### src/rtl/sv_pkg.sv
// Shared definitions for the stream FIFO slice.
// Provides the default payload width and depth, the occupancy-counter
// width helper, and a power-of-two test used for elaboration checks.
package sv_pkg;

    localparam int unsigned DATA_W_DEFAULT = 8;
    localparam int unsigned DEPTH_DEFAULT  = 8;

    // Occupancy counter must represent 0..DEPTH inclusive.
    function automatic int unsigned cnt_w(input int unsigned depth);
        return $clog2(depth) + 1;
    endfunction

    function automatic bit is_pow2(input int unsigned n);
        return (n != 0) && ((n & (n - 1)) == 0);
    endfunction

endpackage

### src/rtl/stream_fifo_mem.sv
// Storage array for stream_fifo: one synchronous write port and one
// asynchronous read port. The array is deliberately not reset.
// Ports:
//   clk_i      - write clock
//   wr_en_i    - write strobe
//   wr_addr_i  - write address
//   wr_data_i  - write payload
//   rd_addr_i  - read address
//   rd_data_o  - read payload (combinational from rd_addr_i)
module stream_fifo_mem #(
    parameter int unsigned DATA_W = 8,
    parameter int unsigned DEPTH  = 8
) (
    input  logic                     clk_i,
    input  logic                     wr_en_i,
    input  logic [$clog2(DEPTH)-1:0] wr_addr_i,
    input  logic [DATA_W-1:0]        wr_data_i,
    input  logic [$clog2(DEPTH)-1:0] rd_addr_i,
    output logic [DATA_W-1:0]        rd_data_o
);

    logic [DATA_W-1:0] mem_q [DEPTH];

    always_ff @(posedge clk_i) begin
        if (wr_en_i) begin
            mem_q[wr_addr_i] <= wr_data_i;
        end
    end

    assign rd_data_o = mem_q[rd_addr_i];

endmodule

### src/rtl/stream_fifo.sv
// First-word fall-through stream FIFO with valid/ready handshakes on both
// sides and an occupancy count.
// Optional feature: define STREAM_FIFO_ALMOST_FULL_EN to add the almost_full
// output (occupancy >= AF_THRESH, registered alongside count).
// Ports:
//   clk         - clock, rising edge
//   rst_n       - asynchronous active-low reset
//   in_data     - write payload
//   in_valid    - write request
//   in_ready    - space available (depends on stored count only)
//   out_data    - oldest stored entry
//   out_valid   - FIFO non-empty
//   out_ready   - consumer accepts head entry
//   count       - current occupancy, 0..DEPTH
//   almost_full - occupancy >= AF_THRESH (only with STREAM_FIFO_ALMOST_FULL_EN)
module stream_fifo
    import sv_pkg::*;
#(
    parameter int unsigned DATA_W    = DATA_W_DEFAULT,
    parameter int unsigned DEPTH     = DEPTH_DEFAULT,
    parameter int unsigned AF_THRESH = DEPTH - 2
) (
    input  logic                      clk,
    input  logic                      rst_n,
    input  logic [DATA_W-1:0]         in_data,
    input  logic                      in_valid,
    output logic                      in_ready,
    output logic [DATA_W-1:0]         out_data,
    output logic                      out_valid,
    input  logic                      out_ready,
    output logic [cnt_w(DEPTH)-1:0]   count
`ifdef STREAM_FIFO_ALMOST_FULL_EN
    ,
    output logic                      almost_full
`endif
);

    localparam int unsigned CW = cnt_w(DEPTH);
    localparam int unsigned AW = CW - 1;
    localparam logic [CW-1:0] FullCount = CW'(DEPTH);

    if (DEPTH < 2 || !is_pow2(DEPTH)) begin : g_bad_depth
        $error("stream_fifo: DEPTH must be a power of two and >= 2");
    end

    logic [AW-1:0] wr_ptr_q, wr_ptr_d;
    logic [AW-1:0] rd_ptr_q, rd_ptr_d;
    logic [CW-1:0] count_q, count_d;
    logic          push, pop;

    // in_ready comes from the stored count only, so a pop while full does
    // not open the write side until the following cycle.
    assign in_ready  = (count_q != FullCount);
    assign out_valid = (count_q != '0);
    assign push      = in_valid & in_ready;
    assign pop       = out_valid & out_ready;
    assign count     = count_q;

    always_comb begin
        wr_ptr_d = wr_ptr_q;
        rd_ptr_d = rd_ptr_q;
        count_d  = count_q;
        // Pointer width equals log2(DEPTH), so increments wrap naturally.
        if (push) begin
            wr_ptr_d = wr_ptr_q + AW'(1);
        end
        if (pop) begin
            rd_ptr_d = rd_ptr_q + AW'(1);
        end
        unique case ({push, pop})
            2'b10:   count_d = count_q + CW'(1);
            2'b01:   count_d = count_q - CW'(1);
            default: count_d = count_q;
        endcase
    end

    always_ff @(posedge clk or negedge rst_n) begin
        if (!rst_n) begin
            wr_ptr_q <= '0;
            rd_ptr_q <= '0;
            count_q  <= '0;
        end else begin
            wr_ptr_q <= wr_ptr_d;
            rd_ptr_q <= rd_ptr_d;
            count_q  <= count_d;
        end
    end

`ifdef STREAM_FIFO_ALMOST_FULL_EN
    if (AF_THRESH < 1 || AF_THRESH > DEPTH) begin : g_bad_af
        $error("stream_fifo: AF_THRESH must be in 1..DEPTH");
    end

    localparam logic [CW-1:0] AfCount = CW'(AF_THRESH);
    logic almost_full_q;

    // Registered from next-state count so it changes on the same edge as count.
    always_ff @(posedge clk or negedge rst_n) begin
        if (!rst_n) begin
            almost_full_q <= 1'b0;
        end else begin
            almost_full_q <= (count_d >= AfCount);
        end
    end

    assign almost_full = almost_full_q;
`else
    logic unused_af_thresh;
    assign unused_af_thresh = ^AF_THRESH;
`endif

    stream_fifo_mem #(
        .DATA_W(DATA_W),
        .DEPTH (DEPTH)
    ) u_mem (
        .clk_i    (clk),
        .wr_en_i  (push),
        .wr_addr_i(wr_ptr_q),
        .wr_data_i(in_data),
        .rd_addr_i(rd_ptr_q),
        .rd_data_o(out_data)
    );

endmodule

### config.mk
export PLATFORM = sky130hd
export DESIGN_NAME = stream_fifo
export DESIGN_NICKNAME = d
export VERILOG_FILES = /design/src/rtl/sv_pkg.sv /design/src/rtl/stream_fifo_mem.sv /design/src/rtl/stream_fifo.sv
export SDC_FILE = /design/constraint.sdc
export NUM_CORES = 1
export LEC_CHECK = 0
export ABC_AREA = 1
export CORE_ASPECT_RATIO = 0.9
export CORE_MARGIN = 2
export CORE_UTILIZATION = 55
export DETAILED_ROUTE_END_ITERATION = 10
export PLACE_DENSITY = 0.86
export SLEW_MARGIN = 20
export SYNTH_ARGS = -nofsm -noshare
export SYNTH_HDL_FRONTEND = slang
export SYNTH_SLANG_ARGS = --single-unit
### constraint.sdc
create_clock -name clk -period 5.5 [get_ports clk]
set_input_delay 1.375 -clock clk [delete_from_list [all_inputs] [get_ports clk]]
set_output_delay 1.375 -clock clk [all_outputs]
set_load 0.005 [all_outputs]
# Word-level counts from Yosys, hierarchy flattened
# Memory sizes are Yosys's and may differ from the RTL's.
# Cells that the tools add are included.
# word_totals
ff_bits	10
mem_bits_rw	64
output_inout_bits	14
elab_cells	18
mem_count	1
# op_classes
addsub	4
eq_ne	3
muxes	3
bitwise	2
reduce_logical	2
# memory_table
name	words	width	rd	rd_ports_with_merged_regs	wr	line	text
u_mem.mem_q	8	8	1	0	1	stream_fifo_mem.sv:22	logic [DATA_W-1:0] mem_q [DEPTH];
# op_table
cell	n
$pmux 4 s2	1
$add 3x1->3 const B	2
$add 4x1->4 const B	1
$ne 4x4->1 const B	1
$reduce_bool 4->1	1
$sub 4x1->4 const B	1
$and 1x1->1	2
$eq 2x1->1 const B	1
$eq 2x2->1 const B	1
$mux 1	2
$reduce_bool 2->1	1

# Logic depth before layout (Yosys ltp)
# Gate-level depths: netlist of run 1.
# logic_depth
ltp_word	4
mapped_depth	12

# Hierarchy
# From an unflattened synthesis of run 1, not the netlist that was laid out.
# hier_totals
cells_unflattened	359
hier_area_um2	3483.3
# modules_own_cells
mod	n_inst	cells_each	area_each_um2	seq_area_each_um2
stream_fifo_mem	1	295	2890.3	1921.8
stream_fifo	1	64	593.1	250.2

# Least setup slack after synthesis of run 1
# No wires, ideal clock.
# synth_timing
path_type	in2reg
startpoint	input port out_ready
endpoint	register count_q[3] (netlist: count[3])
t_arrival_ns	2.546
t_required_ns	5.383
setup_slack_ns	2.837
cell_stages	9
n_path_buf	0
path_cell_list	nand2_1 inv_1 ha_1 ha_1 or2_2 nand2_1 nand2_1 nand3_1 nand2_1
# synth_via
elab_chain_cells	3
word_cells_on_any_way	5
cone_classes	eq/ne: 2; mux: 1; bitwise: 1; reduce/logical: 1
# synth_rtl
element	line	text
from (decl)	stream_fifo.sv:30	input logic out_ready,
$and 1x1->1 (*)	stream_fifo.sv:56	assign pop = out_valid & out_ready;
via pop	stream_fifo.sv:49	logic push, pop;
$eq 2x1->1 or $eq 2x2->1 (tied branches)	stream_fifo.sv:70	unique case ({push, pop})
$pmux 4 s2 or $reduce_bool 2->1 (tied branches)	--	
to (signal assigned)	stream_fifo.sv:85	count_q <= count_d;
to (decl)	stream_fifo.sv:48	logic [CW-1:0] count_q, count_d;
# Mark *: on every way through the listed nets, which the timed path passes. The rest lies on a longest branch.
# A chain may end at the register's enable or synchronous reset.

# Worst setup path in the final report of run 1
# layout_timing
startpoint	register rd_ptr_q[1]
endpoint	output port out_data[3]
# layout_via
elab_chain_cells	1
# layout_rtl
element	line	text
from (decl)	stream_fifo.sv:47	logic [AW-1:0] rd_ptr_q, rd_ptr_d;
from (signal assigned)	stream_fifo.sv:84	rd_ptr_q <= rd_ptr_d;
$mem_v2 8x8	--	
to (decl)	stream_fifo.sv:28	output logic [DATA_W-1:0] out_data,
# Every way passes these cells.

==> results of run 1 <==
cell usage in the layout, fill, tap and decap left out, types with 2 or more instances in the layout:
| cell | count |
|---|---|
| buf_4 | 3 |
| nand3_1 | 3 |
| nand2_1 | 130 |
| nor3_1 | 3 |
| nor2_1 | 69 |
| ha_1 | 5 |
| inv_1 | 45 |
| clkbuf_8 | 9 |
| clkdlybuf4s50_1 | 25 |
| clkinv_2 | 3 |
| dfrtp_1 | 9 |
| xnor2_1 | 4 |
| clkinv_1 | 2 |
| o21ai_0 | 4 |
| edfxtp_1 | 64 |
final timing paths:
| check | endpoint | slack (ps) | start |
|---|---|---|---|
| worst max-delay path | out_data[3] | 1690 | rd_ptr_q[1] |
| worst min-delay path | wr_ptr_q[0] | 530 | wr_ptr_q[0] |
| worst max register to register | count[3] | 3360 | count[1] |
| worst min register to register | wr_ptr_q[0] | 530 | wr_ptr_q[0] |
| max in group asynchronous | rd_ptr_q[0] | 3770 | rst_n |
| min in group asynchronous | wr_ptr_q[2] | 1360 | rst_n |
cell families (layout without fill, tap and decap cells):
logic type,after synthesis,after routing,synth area share [%]
and+or+nand+nor,211,211,24.2
DFF,74,74,64.1
buffers and inverters,57,90,7.38
adders and majority gates,6,6,2.44
xor gates and xnor gates,5,5,1.29
AOI/OAI and AO/OA,4,4,0.590
power groups by stage:
| stage | clock (mW) | sequential, mW | combinational (mW) |
|---|---|---|---|
| after floorplan | 0 | 0.773 | 0.564 |
| after global placement | 0 | 0.870 | 0.688 |
| after detailed placement | 0 | 0.879 | 0.722 |
| after CTS | 0.400 | 0.866 | 0.725 |
| after global routing | 0.423 | 0.889 | 0.828 |
| final | 0.391 | 0.870 | 0.713 |
critical path, cell delays in order (launching register included):
cell and delay, ps:
dfrtp_1 810, inv_2 300, nor2_1 170, nand2_1 60, nand2_1 70, nand2_1 50
nand2_1 120, clkdlybuf4s50_1 510
sequential cells by signal, summed over array words and instances, names as in the netlist:
register     flops
u_mem.mem_q     64
rd_ptr_q         3
count            4
wr_ptr_q         3
per-layer routing:
layer,vias up,part of all wire (%)
li1,1160,-
met1,1072,41
met2,63,51
met3,12,5.4
met4,0,2.4
met5,-,0
layout make-up:
class / instances / area (um^2) / area share [%]
repair buffers: 28 / 273 / 7.05
inverters: 46 / 173 / 4.46
multi-input cells: 226 / 973 / 25.2
well taps: 72 / 90.1 / 2.33
clock inverters: 7 / 60.1 / 1.55
flip-flops and latches: 74 / 2180 / 56.2
clock buffers: 9 / 124 / 3.20
==> flow_metrics.tcl, run 1 <==
set metrics [dict create \
    syn_nets 375 \
    yosysTopAreaCell "edfxtp_1" \
    p_int_mw 1.25 \
    areaGrowthSynthToFinish_pct 14.1 \
    io_pins 26 \
    end_kind "output pin" \
    hold-worst-slack_ps 530 \
    setup_tns_ps 0 \
    place_inst 446 \
    cts-root-buf "clkbuf_8" \
    cts.sinks 74 \
    worst_setup_path_start_kind "flop" \
    combPwrFrac_pct 36.1 \
    post_synth.cell_area_avg_um2 9.50 \
    diodes 0 \
    insertion_delay_ps 350 \
    antenna_found_initial 0 \
    synth_enable_flop_cells 64 \
    antenna_left 0 \
    vias_per_cell 4.99 \
    final-max-slew-violation-count 0 \
    grt_max_degree 67 \
    cts_resized 0 \
    fin_skew_ps 5.92 \
    p_per_area_mw_per_mm2 510 \
    yosysWarnings 0 \
    grt_pass1_vias 2273 \
    stdcell_count 462 \
    drt-initial-drc-count 114 \
    grt-ovfl-total 0 \
    cts_buffer_depth 2 \
    yosys.cell_types.count 22 \
    first_pass_iters 5 \
    tightest_slew_ps 992 \
    relSlewSlack_pct 33.4 \
    critPathMaxFanout 19 \
    fin_crit_sh_pct 69.3 \
    core_area_mm2 0.00605 \
    synthTopCellsByCount "nand2_1, nor2_1, edfxtp_1, inv_1, dfrtp_1" \
    holdPathStages 2 \
    final_area_mm2 0.00387 \
    die-area_mm2 0.00681 \
    crit_arrival_ps 2430 \
    synth_seq_cells 74 \
    layout-drive-gt1-share_pct 6.41 \
    syn_inst 357 \
    grt_use_total_pct 21.7 \
    gp_congestion 0.807 \
    peakVddDrop_uv 345 \
    grt_pass1_wl_um 10800 \
    p_leak_nw 1.71 \
    async_reset_ff_share_pct 13.5 \
    switching_share_pct 36.5 \
    num_vias 2307 \
    power.total_mw 1.97 \
    synth.most_common_cell "nand2_1" \
    cap_violations 0 \
    grt.busiest_layer "met2" \
    p_switching_mw 0.722 \
    die_h_um 78.5 \
    status "finished clean" \
    postCtsSetupBuffers 0 \
    place_area_mm2 0.00368 \
    seq_power_share_pct 44.1 \
    setup_ws_ps 1690 \
    cts_tree "done" \
    syn_area_mm2 0.00339 \
    htreeDepth 3 \
    portBuffers 25 \
    clk_pin_slew_ps 70 \
    dp_hpwl_um 4240 \
    yosys-top-cells-area "edfxtp_1, nand2_1, nor2_1" \
    synth_top_area_share_pct 56.7 \
    fin_util_pct 64.0 \
    clockPowerShare_pct 19.8 \
    initial_core_util_pct 56.1 \
    critPathKind "flop to output pin" \
    hold_viol 0 \
    fmax_ghz 0.262 \
    dp_slack_ps 1970 \
    grt_util_met3_pct 6.83 \
    dominantRegCellSynth "edfxtp_1" \
    critical_path_required_ps 4120 \
    drc 0 \
    fin_crit_ps 3810 \
    ff2ff_path_depth 11 \
    met2_usage_pct 35.2 \
    nNetsFinal 403 \
    wire_per_inst_um 14.1 \
    rows 27 \
    synth-seq-area-share_pct 64.1 \
    cts_hold_buf 0 \
    cts_buffers 9 \
    fillers 475 \
    grtUsageMet1_pct 27.2 \
    hp-class "flop to flop" \
    setup_viol 0 \
    rsz0062_at_grt "no" \
    drt-total-wl_um 6510 \
    die_w_um 86.8 \
]
No activity file was read; power rests on OpenSTA's default activity.
==> inputs of run 2 (changes only) <==
==> constraint.sdc (replaced) <==
create_clock -name clk -period 3.8 [get_ports clk]
set_input_delay 0.95 -clock clk [delete_from_list [all_inputs] [get_ports clk]]
set_output_delay 0.95 -clock clk [all_outputs]
set_load 0.005 [all_outputs]
==> flow_metrics.tcl, run 2 (synthesis results as in run 1) <==
set metrics [dict create \
    fin_crit_ps 3380 \
    grt_use_total_pct 20.3 \
    vias_per_cell 4.91 \
    gp_congestion 0.796 \
    cp_cell_sequence "inv_2 -> nor2_1 -> nand2_1 -> nand2_1 -> nand2_1 -> nand2_1 -> clkdlybuf4s50_1" \
    peakVddDrop_uv 456 \
    cpMaxStageDelayCell "dfrtp_1" \
    diodes 0 \
    first_pass_iters 4 \
    drt-total-wl_um 6280 \
    cts_tree "done" \
    areaGrowthSynthToFinish_pct 14.6 \
    grt-ovfl-total 0 \
    final_common_cell "nand2_1" \
    end_kind "output pin" \
    dp_hpwl_um 4040 \
    crit_cells 7 \
    htreeDepth 3 \
    p_leak_nw 1.72 \
    fmax_ghz 0.296 \
    holdPathEnd "wr_ptr_q[0]" \
    largest_reg_flops 64 \
    hold-worst-slack_ps 534 \
    cap_violations 0 \
    num_vias 2282 \
    relSlewSlack_pct 34.7 \
    fillers 465 \
    status "finished clean" \
    cts-root-buf "clkbuf_8" \
    critPathKind "flop to output pin" \
    top_register "u_mem.mem_q" \
    cts_buffer_depth 2 \
    r2r_setup_slack_ps 1660 \
    setup_tns_ps 0 \
    grt_pass1_vias 2089 \
    nNetsFinal 406 \
    ff2ff_path_depth 11 \
    grt_pass1_wl_um 10000 \
    cts_hold_buf 0 \
    cts_buffers 9 \
    rsz0062_at_grt "no" \
    holdPathStages 2 \
    io_pins 26 \
    timing.critical_path.buf_inv 2 \
    wire_per_inst_um 13.5 \
    insertion_delay_ps 350 \
    die_h_um 78.5 \
    die_w_um 86.8 \
    final-max-slew-violation-count 0 \
    rows 27 \
    min_from "wr_ptr_q[0]" \
    postCtsSetupBuffers 0 \
    portBuffers 25 \
    initial_core_util_pct 56.1 \
    clk_pin_slew_ps 70 \
    setup_viol 0 \
    layout-drive-gt1-share_pct 6.87 \
    fin_skew_ps 6.47 \
    final_cell_mix "nand2_1, nor2_1, edfxtp_1, inv_1, clkdlybuf4s50_1" \
    cts.sinks 74 \
    crit_arrival_ps 2430 \
    worst_setup_path_start_kind "flop" \
    grt_max_degree 61 \
    hp-class "flop to flop" \
    antenna_found_initial 0 \
    tightest_slew_ps 980 \
    power.total_mw 2.87 \
    die-area_mm2 0.00681 \
    critPathMaxFanout 19 \
    cts_resized 0 \
    r2r-end "count[3]" \
    antenna_left 0 \
    fin_crit_sh_pct 88.8 \
    drc 0 \
    timing.rr.start "count[1]" \
    drt-initial-drc-count 148 \
    critical_path_required_ps 2850 \
    critical_path.top_delay_family "buffers and inverters" \
    hold_viol 0 \
    cp_common_cell "nand2_1" \
    core_area_mm2 0.00605 \
    p_per_area_mw_per_mm2 738 \
    slowest_delay_ps 790 \
]
-- run 2: tightest hold or removal path, delay by kind of cell (launching register included) --
kind / cells / cell delay [ps]
DFF: 1 / 370
and+or+nand+nor: 2 / 130
-- run 2: power breakdown --
group	internal [mW]	switching, mW
Clock	0.299	0.276
Combinational	0.490	0.552
Sequential	1.04	0.211
Total	1.83	1.04
-- run 2: worst max-delay path by stage --
stage / from / end / slack [ps]
6_report: rd_ptr_q[1] / out_data[3] / 420
3_5_place_dp: rd_ptr_q[0] / out_data[2] / 830
3_3_place_gp: rd_ptr_q[1] / out_data[1] / 900
5_1_grt: rd_ptr_q[0] / out_data[3] / 200
4_1_cts: rd_ptr_q[1] / out_data[3] / 400
2_1_floorplan: out_ready / count[3] / 1560
-- run 2: layout make-up --
| class | count | area, um^2 | area share [%] |
|---|---|---|---|
| Sequential cell | 74 | 2170 | 55.9 |
| Tap cell | 72 | 90.1 | 2.32 |
| Clock buffer | 10 | 128 | 3.29 |
| Timing Repair Buffer | 31 | 295 | 7.60 |
| Inverter | 46 | 173 | 4.44 |
| Multi-Input combinational cell | 226 | 968 | 24.9 |
| Clock inverter | 6 | 57.6 | 1.48 |
-- run 2: metrics by stage --
step | utilization (%) | cell area [um^2] | setup slack, ps | std cells
after CTS | 64.2 | 3880 | 397 | 465
after global placement | 61.2 | 3700 | 895 | 449
after detailed placement | 61.2 | 3700 | 833 | 449
after global routing | 64.2 | 3880 | 202 | 465
after floorplan | - | 3390 | 1560 | 357
final | 64.2 | 3880 | 425 | 465
-- run 2: per-layer routing --
layer | track usage, % | routed length [um] | up-vias
met5 | 0 | 0 | -
met3 | 7.89 | 480 | 9
met1 | 26.0 | 2710 | 1046
met4 | 7.03 | 78 | 0
met2 | 31.6 | 3010 | 61
li1 | - | - | 1166
==> inputs of run 3 (changes only) <==
--- a/config.mk
+++ b/config.mk
@@ -9,6 +9,7 @@
 export CORE_ASPECT_RATIO = 0.9
 export CORE_MARGIN = 2
 export CORE_UTILIZATION = 55
+export CTS_BUF_LIST = sky130_fd_sc_hd__clkbuf_16
 export DETAILED_ROUTE_END_ITERATION = 10
 export PLACE_DENSITY = 0.86
 export SLEW_MARGIN = 20
==> flow_metrics.tcl, run 3 (synthesis results as in run 1) <==
set metrics [dict create \
    status "finished clean" \
    worst_setup_path_start_kind "flop" \
    timing.rr.start "count[1]" \
    cts_buffers 9 \
    fin_crit_sh_pct 88.0 \
    areaGrowthSynthToFinish_pct 17.6 \
    rsz0062_at_grt "no" \
    grt_pass1_vias 2147 \
    setup_tns_ps 0 \
    drt-total-wl_um 6380 \
    critical_path_required_ps 2850 \
    critPathMaxFanout 19 \
    grt_max_degree 61 \
    setup_viol 0 \
    htreeDepth 3 \
    seq_power_share_pct 40.4 \
    combPwrFrac_pct 33.9 \
    cts_resized 0 \
    grt_pass1_wl_um 10200 \
    insertion_delay_ps 330 \
    critPathKind "flop to output pin" \
    peakVddDrop_uv 425 \
    hp-class "flop to flop" \
    final-max-slew-violation-count 0 \
    top_register "u_mem.mem_q" \
    p_leak_nw 1.77 \
    final_common_cell "nand2_1" \
    drc 0 \
    cts_tree "done" \
    initial_core_util_pct 56.1 \
    die_h_um 78.5 \
    r2r_setup_slack_ps 1660 \
    end_kind "output pin" \
    switching_share_pct 34.5 \
    cap_violations 0 \
    layout-drive-gt1-share_pct 6.87 \
    grt_use_total_pct 20.5 \
    fin_util_pct 65.9 \
    fin_skew_ps 3.53 \
    largest_reg_flops 64 \
    grt-ovfl-total 0 \
    setup_ws_ps 457 \
    ff2ff_path_depth 11 \
    final_area_mm2 0.00399 \
    num_vias 2284 \
    holdPathStages 2 \
    drt-initial-drc-count 177 \
    place_area_mm2 0.00370 \
    hold_viol 0 \
    portBuffers 25 \
    p_int_mw 2.03 \
    die_w_um 86.8 \
    fin_crit_ps 3340 \
    crit_arrival_ps 2390 \
    holdPathEnd "wr_ptr_q[0]" \
    nNetsFinal 406 \
    tightest_slew_ps 975 \
    p_per_area_mw_per_mm2 778 \
    cts_buffer_depth 2 \
    cts.sinks 74 \
    vias_per_cell 4.91 \
    diodes 0 \
    gp_congestion 0.796 \
    final_cell_mix "nand2_1, nor2_1, edfxtp_1, inv_1, clkdlybuf4s50_1" \
    io_pins 26 \
    relSlewSlack_pct 35.0 \
    rows 27 \
    fillers 455 \
    dp_slack_ps 833 \
    postCtsSetupBuffers 0 \
    min_from "wr_ptr_q[0]" \
    antenna_left 0 \
    antenna_found_initial 0 \
    clk_pin_slew_ps 50 \
    cts-root-buf "clkbuf_16" \
    core_area_mm2 0.00605 \
    cts_hold_buf 0 \
    p_switching_mw 1.07 \
    die-area_mm2 0.00681 \
    dp_hpwl_um 4040 \
    wire_per_inst_um 13.7 \
    fmax_ghz 0.299 \
    clockPowerShare_pct 25.7 \
    first_pass_iters 4 \
    r2r-end "count[3]" \
]
==> run 3: cell type report <==
| type | count | area (um^2) | area share (%) |
|---|---|---|---|
| Clock buffer | 9 | 225 | 5.65 |
| Clock inverter | 7 | 61.3 | 1.54 |
| Inverter | 46 | 173 | 4.33 |
| Multi-Input combinational cell | 226 | 968 | 24.3 |
| Sequential cell | 74 | 2170 | 54.5 |
| Tap cell | 72 | 90.1 | 2.26 |
| Timing Repair Buffer | 31 | 295 | 7.41 |
==> run 3: stage by stage <==
stage,hold slack (ps),std cells,power (mW)
global route,570,465,3.34
floorplan,477,357,1.93
finish,544,465,3.10
detailed placement,518,449,2.31
CTS,543,465,3.12
global placement,494,449,2.26
==> run 3: power groups by stage <==
stage	sequential, mW	combinational, mW	clock, mW
floorplan	1.12	0.816	0
global placement	1.25	1.01	0
detailed placement	1.26	1.04	0
CTS	1.25	1.06	0.811
global route	1.28	1.21	0.850
finish	1.25	1.05	0.798
==> run 3: worst max-delay path: stages, from the launching register on <==
cell and delay, ps:
dfrtp_1 780, inv_2 320, nor2_1 190, nand2_1 70
nand2_1 60, nand2_1 50, nand2_1 90, clkdlybuf4s50_1 500
==> run 3: worst max path at each step <==
stage / startpoint / endpoint
3_5_place_dp: rd_ptr_q[0] / out_data[2]
2_1_floorplan: out_ready / count[3]
6_report: rd_ptr_q[1] / out_data[3]
5_1_grt: rd_ptr_q[0] / out_data[3]
3_3_place_gp: rd_ptr_q[1] / out_data[1]
4_1_cts: rd_ptr_q[1] / out_data[3]
==> run 3: layer usage <==
metal	up-vias	global-route usage (%)	part of all wire, %
li1	1169	-	-
met1	1046	26.0	46
met2	56	32.6	47
met3	13	7.26	5.0
met4	0	7.50	1.7
met5	-	0	0
